File: src/rtl/serial_adder_pkg.sv
// Shared types and constants for the bit-serial adder.
package serial_adder_pkg;

  // Controller state encoding.
  typedef enum logic [1:0] {
    S_IDLE  = 2'd0,
    S_SHIFT = 2'd1,
    S_DONE  = 2'd2
  } state_t;

  // Bit-position counter width. It must be able to hold WIDTH, so WIDTH=1 still gets one bit.
  function automatic int cnt_w(input int width);
    return (width < 1) ? 1 : $clog2(width + 1);
  endfunction

endpackage

File: src/rtl/fa_bit.sv
// One-bit full adder built from two half-adder stages and an OR.
module fa_bit (
  input  logic a,
  input  logic b,
  input  logic ci,
  output logic s,
  output logic co
);

  logic h1_s, h1_c, h2_c;

  // The first half adder combines the operand bits. The second adds the carry-in.
  always_comb begin
    h1_s = a ^ b;
    h1_c = a & b;
    s    = h1_s ^ ci;
    h2_c = h1_s & ci;
    co   = h1_c | h2_c;
  end

endmodule

File: src/rtl/serial_adder.sv
// Bit-serial WIDTH-bit adder. One full-adder slice is reused LSB-first, one bit per cycle.
module serial_adder
  import serial_adder_pkg::*;
#(
  parameter int WIDTH = 8
) (
  input  logic             clk,
  input  logic             rst,
  input  logic             start,
  input  logic [WIDTH-1:0] a,
  input  logic [WIDTH-1:0] b,
  input  logic             cin,
  output logic             busy,
  output logic             done,
  output logic [WIDTH-1:0] sum,
  output logic             cout
);

  localparam int CW = cnt_w(WIDTH);

  state_t           state_reg, state_next;
  logic [WIDTH-1:0] sa_reg, sb_reg, ps_reg, sum_reg;
  logic             c_reg, cout_reg;
  logic [CW-1:0]    cnt_reg;

  logic             slice_s, slice_co;
  logic             last_bit, accept;
  logic [WIDTH-1:0] ps_shift;

  fa_bit u_fa (
    .a  (sa_reg[0]),
    .b  (sb_reg[0]),
    .ci (c_reg),
    .s  (slice_s),
    .co (slice_co)
  );

  // The partial sum fills from the top. With a single bit, the slice output is the whole result.
  generate
    if (WIDTH == 1) begin : g_w1
      assign ps_shift = slice_s;
    end else begin : g_wn
      assign ps_shift = {slice_s, ps_reg[WIDTH-1:1]};
    end
  endgenerate

  assign last_bit = (cnt_reg == CW'(WIDTH - 1));
  // A new request is taken only when no operation is running.
  assign accept   = start && ((state_reg == S_IDLE) || (state_reg == S_DONE));

  // State register.
  always_ff @(posedge clk) begin
    if (rst) state_reg <= S_IDLE;
    else     state_reg <= state_next;
  end

  // Next-state logic. The DONE state can start a new operation directly (back-to-back).
  always_comb begin
    state_next = state_reg;
    unique case (state_reg)
      S_IDLE:  if (start) state_next = S_SHIFT;
      S_SHIFT: if (last_bit) state_next = S_DONE;
      S_DONE:  state_next = start ? S_SHIFT : S_IDLE;
      default: state_next = S_IDLE;
    endcase
  end

  // Datapath: capture the operands, run one slice per SHIFT cycle, and latch the result on the last bit.
  always_ff @(posedge clk) begin
    if (rst) begin
      sa_reg   <= '0;
      sb_reg   <= '0;
      ps_reg   <= '0;
      c_reg    <= 1'b0;
      cnt_reg  <= '0;
      sum_reg  <= '0;
      cout_reg <= 1'b0;
    end else if (accept) begin
      sa_reg  <= a;
      sb_reg  <= b;
      c_reg   <= cin;
      ps_reg  <= '0;
      cnt_reg <= '0;
    end else if (state_reg == S_SHIFT) begin
      sa_reg  <= sa_reg >> 1;
      sb_reg  <= sb_reg >> 1;
      ps_reg  <= ps_shift;
      c_reg   <= slice_co;
      cnt_reg <= cnt_reg + CW'(1);
      if (last_bit) begin
        sum_reg  <= ps_shift;
        cout_reg <= slice_co;
      end
    end
  end

  assign busy = (state_reg == S_SHIFT);
  assign done = (state_reg == S_DONE);
  assign sum  = sum_reg;
  assign cout = cout_reg;

endmodule

File: config.mk
export PLATFORM = sky130hd
export DESIGN_NAME = serial_adder
export DESIGN_NICKNAME = d
export VERILOG_FILES = /design/src/rtl/serial_adder_pkg.sv /design/src/rtl/fa_bit.sv /design/src/rtl/serial_adder.sv
export SDC_FILE = /design/constraint.sdc
export NUM_CORES = 1
export LEC_CHECK = 0
export BUFFER_PORTS_ARGS = -buffer_cell sky130_fd_sc_hd__buf_2
export CAP_MARGIN = 20
export CORE_MARGIN = 3
export CORE_UTILIZATION = 40
export CTS_CLUSTER_DIAMETER = 100
export DETAILED_ROUTE_END_ITERATION = 8
export GPL_TIMING_DRIVEN = 0
export PLACE_DENSITY_LB_ADDON = 0.25
export SYNTH_ARGS = -nofsm -noshare
export SYNTH_HDL_FRONTEND = slang
export SYNTH_HIERARCHICAL = 1
export SYNTH_SLANG_ARGS = --single-unit
export TNS_END_PERCENT = 1
File: constraint.sdc
create_clock -name clk -period 1.35 [get_ports clk]
set_input_delay 0 -clock clk [delete_from_list [all_inputs] [get_ports clk]]
set_output_delay 0 -clock clk [all_outputs]
set_load 0.02 [all_outputs]
==> summary.md, run 1 <==
| Metric | Value |
|---|---|
| CTS Buffer Depth | 2 |
| CTS root buf | clkbuf_8 |
| Fin util | 52.24% |
| Clock Pin Slew Worst Setup and Hold Paths | 0.08 ns |
| Ys async rst share | 0% |
| Via density | ~5 |
| Post-synth top area cell | dfxtp_1 |
| Post-Layout Cell Count | 270 |
| Met1 GRT Util | between 20% and 30% |
| Die Ht | 68.28 um |
| Actual slew at the worst max-slew pin | 0.4380 ns |
| Via count | 1349 |
| Synth Flop Type | dfxtp_1 |
| Register area share after synthesis | 50.32% |
| Largest net degree at the start of global routing | 12 |
| Cells along the critical path | nand2b_1, clkinv_2, buf_4, buf_2 |
| Max Cap Violations | 0 |
| Final Routed Wirelength | 3344 um |
| Met2 Usage GRT | 26.47% |
| Fin nets | 243 |
| I/O pin count | 31 |
| Synth cell count leaders | 44 x nand2_1, 39 x dfxtp_1, 18 x nor3_1, 14 x a21oi_1, 10 x mux2i_1 |
| RSZ-0062 raised after global routing | true |
| Setup Viol. Count Final | 0 |
| CTS buffer count | 5 |
| Synth area leaders | dfxtp_1 50%, nand2_1 11%, mux2i_1 6.5%, nor3_1 5.8%, a21oi_1 4.5% |
| TritonCTS clock tree | built |
| Post-Syn Area per Cell | 8.619 sq um |
| Critical-path top delay cell | dfxtp_1 |
| Initial core utilization | between 40% and 50% |
| Worst hold margin | roughly 0.0058 ns |
| Crit path time final | 1.294 ns |
| Critical Setup Path Class | reg2out |
| Gr usage total | 16.68% |
| Number of iterations in the first detailed-routing pass | 4 |
| DR WL/cell | 12.39 um |
| Status | finished, final reports clean |
| Initial antenna violation count | 0 |
| Gr busiest metal | met2 |
| P&R area growth vs syn | 24.19% |
| Startpoint Class | register |
| H-Tree Depth | 2 |
| DP HPWL | 2360 um |
| Number of diodes | 0 |
| Rows | 22 |
| Clk sinks | 39 |
| GPL Wtd Cong | between 0.8 and 0.9 |
| Mapped Nets | 202 |
| PwrDens | 1231 nW/um^2 |
| Largest fanout on the critical path | 10 |
| First-pass GRT wire length | 5754 um |
| Post-synth EDFFs | 0 |
| Setup Skew | 0.004843 ns |
| Core box area | approximately 3700 sq um |
| Antenna Nets Post-Route | 0 |
| IO buf count | 29 |
| Seq cells post-synth | 39 |
| Gr ovfl total | 0 |
| Slew Limit Fails | 0 |
| Cell total after placement | between 200 and 300 |
| Die ar. | 4662 sq um |
| Max stage delay on crit path | 0.33 ns |
| Final period util | between 90% and 100% |
| Max_slew headroom | a little over two thirds |
| Vias in the first global route | 1271 |
| Mapped Area | 1551 sq um |
| # fillers | 393 |
| Clk_lat worst skew | 0.29 ns |
| Cell count after synthesis | 180 |
| Top-count cell post-synth | nand2_1 |
| Synth top area share | 50.32% |
| Met3 Usage GRT | 4.926% |
| # DRC | 0 |
| Min-delay worst type | in2reg |
| Final Hold Viols | 0 |
| CP endpoint kind | output pin |
| DR iter-0 viols | 81 |
| Cell Area, Placed | between 1500 and 2000 sq um |
| Die Width | 68.28 um |
| Peak VDD IR | ~0.00064 V |
| Worst EP required | between 1 and 1.5 ns |
| Netlist cell types | 27 |
| Final instance area | 1927 sq um |
| Leakage | ~0.75 nW |
| Setup TNS | 0 ns |
| Fmax | 0.7727 GHz |
| Synth Warn # | 6 |
| Layout cells sized above 1 | roughly 24% |
| Arrival @ worst endpoint | 1.29 ns |
==> through the flow <==
stage	power [mW]	setup WS, ns
after global routing	2.470	-0.04235
final	2.371	0.05591
after global placement	1.525	-0.01916
after detailed placement	1.526	-0.06015
after floorplan	1.441	0.1599
after CTS	2.385	0.006113
==> where the power goes <==
group | switching (mW) | leakage, nW | internal, mW
Sequential | 0.0328 | 0.319 | 1.20
Combinational | 0.157 | 0.380 | 0.117
Clock | 0.394 | 0.0515 | 0.466
==> critical path: cells and delay by family, from the launching register on <==
| kind | cells | cell delay (ns) |
|---|---|---|
| buffers and inverters | 3 | 0.52 |
| flip-flops | 1 | 0.33 |
| AND/OR/NAND/NOR | 1 | 0.16 |
==> cell families (layout without fill, tap and decap cells) <==
logic type               after synthesis  count (layout)  synth area share [%]
AO/OA/AOI/OAI                         34              34                 12.42
XOR/XNOR                               2               2                 1.129
adder cells (fa/ha/maj)                2               2                 2.097
buffers and inverters                 15              57                 5.000
flip-flops                            39              39                 50.32
multiplexers                          10              10                 6.452
AND/OR/NAND/NOR                       78              78                 22.58
==> cell type report <==
| class | instances | area, sq um | share of cell area, % |
|---|---|---|---|
| repair buffers | 34 | 202.7 | 10.52 |
| flip-flops and latches | 39 | 783.3 | 40.65 |
| well taps | 48 | 60.06 | 3.117 |
| plain buffers | 13 | 76.32 | 3.961 |
| multi-input cells | 126 | 695.7 | 36.10 |
| clock buffers | 8 | 100.1 | 5.195 |
| inverters | 2 | 8.758 | 0.4545 |
==> metal layers <==
metal  wire length, um  vias to the layer above  part of all wire, %
li1                  -                      701                    -
met3               177                        5                  5.3
met5                 0                        -                    0
met1              1599                      611                   48
met2              1530                       32                   46
met4                37                        0                  1.1
==> repair_timing <==
| item | CTS | global route |
|---|---|---|
| resized for setup | 2 | 7 |
| hold buffers | 3 | 0 |
| hold endpoints to repair | 3 | 0 |
| setup endpoints to repair | 10 | 20 |
| pin swaps | 1 | 1 |
| buffers inserted | 1 | 1 |
==> worst paths after layout <==
| check | slack [ns] | cells after the start | to | from |
|---|---|---|---|---|
| worst max-delay path | 0.06 | 4 | busy | state_reg[1]$_SDFFE_PP0P_ |
| worst min-delay path | 0.006 | 3 | sa_reg[2]$_SDFFE_PP0P_ | a[2] |
| worst max register to register | 0.10 | 5 | sum[3]$_SDFFE_PP0P_ | cnt_reg[1]$_SDFFE_PP0N_ |
| worst min register to register | 0.45 | 2 | sum[2]$_SDFFE_PP0P_ | sum[2]$_SDFFE_PP0P_ |
==> layout by cell type (no fill, tap or decap), types with 2 or more instances in the layout <==
cell type and instances:
a21oi_1 14, clkbuf_8 7, a31oi_1 4, a22oi_1 3, dfxtp_1 37, nor3_1 18
buf_2 35, dfxtp_2 2, nand3b_1 2, mux2i_1 10, nand3_1 5, o22ai_1 8
clkbuf_1 3, buf_4 3, dlygate4sd3_1 3, nor2_1 3, o21ai_0 4, nand2_1 44
nand2b_1 2
No activity file was read; power rests on OpenSTA's default activity.
==> inputs of run 2 (changes only) <==
- clock period: 1.35 -> 1.2 ns (I/O delays scaled with it)
==> summary.md, run 2 (synthesis gave the netlist of run 1 again) <==
| Metric | Value |
|---|---|
| Status | complete, but fails checks (was finished, final reports clean) |
| Failing checks | setup timing |
| Die ar. | 4662 sq um (unchanged) |
| CP endpoint kind | register (was output pin) |
| Rows | 22 (unchanged) |
| Layout cells sized above 1 | 28.07% (was 24.32%) |
| Setup Skew | 0.004429 ns (was 0.004843 ns) |
| GPL Wtd Cong | 0.8212 (unchanged) |
| DR WL/cell | 12.93 um (was 12.39 um) |
| Core box area | 3689 sq um (unchanged) |
| Final Hold Viols | 0 (unchanged) |
| Final instance area | 2039 sq um (was 1927 sq um) |
| Initial core utilization | 42.06% (unchanged) |
| Leakage | 0.7949 nW (was 0.7500 nW) |
| Clk_lat worst skew | 0.29 ns (about the same) |
| RSZ-0062 raised after global routing | true (unchanged) |
| # DRC | 0 (unchanged) |
| Number of diodes | 0 (unchanged) |
| Startpoint Class | register (unchanged) |
| Most common cell after layout, fill and taps aside | nand2_1 (unchanged) |
| Setup Viol. Count Final | 9 (was 0) |
| Initial antenna violation count | 0 (unchanged) |
| Clock Pin Slew Worst Setup and Hold Paths | 0.07 ns (was 0.08 ns) |
| Cell total after placement | 257 (unchanged) |
| Cell Area, Placed | 1757 sq um (unchanged) |
| Vias in the first global route | 1295 (was 1271) |
| Crit path time final | 1.253 ns |
| CP bufs+invs | 1 (was 3) |
| Final period util | 104.4% |
| H-Tree Depth | 2 (unchanged) |
| First-pass GRT wire length | 5837 um (was 5754 um) |
| Cells along the critical path | ha_4, nand3b_1, nor2_4, buf_12, mux2i_2 (was nand2b_1, clkinv_2, buf_4, buf_2) |
| Post-Layout Cell Count | 276 (was 270) |
| CTS buffer count | 5 (unchanged) |
| Slew Limit Fails | 0 (unchanged) |
| Fin nets | 249 (was 243) |
| DR iter-0 viols | 73 (was 81) |
| Max stage delay on crit path | 0.37 ns (was 0.33 ns) |
| CTS root buf | clkbuf_8 (unchanged) |
| Most frequent cells in the layout | 44 x nand2_1, 36 x dfxtp_1, 32 x buf_2 (was 44 x nand2_1, 37 x dfxtp_1, 35 x buf_2) |
| Gr ovfl total | 0 (unchanged) |
| Largest net degree at the start of global routing | 12 (unchanged) |
| Via density | 5.040 (was 4.996) |
| Post-place setup slack | -0.2101 ns (was -0.06015 ns) |
| Worst setup margin | -0.05334 ns (was 0.05591 ns) |
| Critical-path top delay cell | dfxtp_4 (was dfxtp_1) |
| Min-delay worst type | in2reg (unchanged) |
| CTS Buffer Depth | 2 (unchanged) |
| Die Ht | 68.28 um (unchanged) |
| Critical Setup Path Class | reg2reg (was reg2out) |
| Via count | 1391 (was 1349) |
| Clk sinks | 39 (unchanged) |
| Final Routed Wirelength | 3570 um (was 3344 um) |
| Peak VDD IR | 0.0007137 V (was 0.0006363 V) |
| P&R area growth vs syn | 31.45% (was 24.19%) |
| I/O pin count | 31 (unchanged) |
| Fmax | 0.7979 GHz |
| Worst EP required | 1.42 ns (was 1.35 ns) |
| Gr usage total | 16.92% (was 16.68%) |
| Die Width | 68.28 um (unchanged) |
| Critical path's top delay family | flip-flops (was buffers and inverters) |
| PwrDens | 1324 nW/um^2 (was 1231 nW/um^2) |
| Largest fanout on the critical path | 5 (was 10) |
| Arrival @ worst endpoint | 1.47 ns (was 1.29 ns) |
| TritonCTS clock tree | built (unchanged) |
| Max_slew headroom | 71.31% (was 70.80%) |
| # fillers | 381 (was 393) |
| Total power | 2.701 mW (was 2.371 mW) |
| IO buf count | 29 (unchanged) |
| Actual slew at the worst max-slew pin | 0.4304 ns (was 0.4380 ns) |
| Antenna Nets Post-Route | 0 (unchanged) |
| Number of iterations in the first detailed-routing pass | 4 (unchanged) |
| DP HPWL | 2360 um (unchanged) |
| Max Cap Violations | 0 (unchanged) |
[run 2: cell count changes in the layout (fill, tap and decap cells not counted), sizes merged]
cell / delta
buf: +5
clkbuf: +1
clkinv: -1
inv: +1
[run 2: worst paths after layout]
| check | start | endpoint | slack, ns | cells past startpoint |
|---|---|---|---|---|
| setup reg to reg | cnt_reg[0]$_SDFFE_PP0N_ | sum[3]$_SDFFE_PP0P_ | -0.05 | 5 |
| hold reg to reg | sum[2]$_SDFFE_PP0P_ | sum[2]$_SDFFE_PP0P_ | 0.45 | 2 |
| hold / removal | a[2] | sa_reg[2]$_SDFFE_PP0P_ | 0.006 | 3 |
| setup / recovery | cnt_reg[0]$_SDFFE_PP0N_ | sum[3]$_SDFFE_PP0P_ | -0.05 | 5 |
[run 2: area by class of cell]
type	instances	area (sq um)	area share, %
Sequential cell	39	789.5	38.71
Multi-Input combinational cell	126	719.4	35.28
Timing Repair Buffer	40	265.3	13.01
Clock buffer	8	100.1	4.908
Buffer	13	95.09	4.663
Tap cell	48	60.06	2.945
Inverter	2	10.01	0.4908
[run 2: stage by stage]
stage / utilization, % / setup TNS, ns / hold WS, ns
floorplan: - / 0 / 0.1360
global placement: 47.63 / -2.368 / 0.2557
detailed placement: 47.63 / -2.795 / 0.2540
CTS: 52.85 / -0.3142 / 0.003105
global route: 55.29 / -1.114 / 0.01727
finish: 55.29 / -0.2287 / 0.006071
[run 2: report_power, final]
part | leakage (nW) | internal [mW] | switching [mW] | total (mW)
sequential | 0.320 | 1.35 | 0.0396 | 1.39
clock | 0.0515 | 0.524 | 0.444 | 0.969
combinational | 0.424 | 0.156 | 0.184 | 0.340
[run 2: what timing repair did]
action | CTS | global route
buffers inserted | 4 | 3
hold buffers | 3 | 0
gates cloned | 0 | 1
pin swaps | 1 | 2
setup endpoints to repair | 37 | 32
hold endpoints to repair | 3 | 0
resized for setup | 8 | 17
[run 2: worst reg2reg max path, cell delays in order, from the launching register on]
cell	delay [ns]
dfxtp_4	0.37
ha_4	0.13
nand3b_1	0.14
nor2_4	0.19
buf_12	0.15
mux2i_2	0.20
[run 2: routing by layer]
metal	track usage, %	part of all wire [%]	vias up
met3	4.926	5.1	6
li1	-	-	715
met2	27.32	47	36
met1	21.11	46	634
met5	0	0	-
met4	6.700	1.6	0
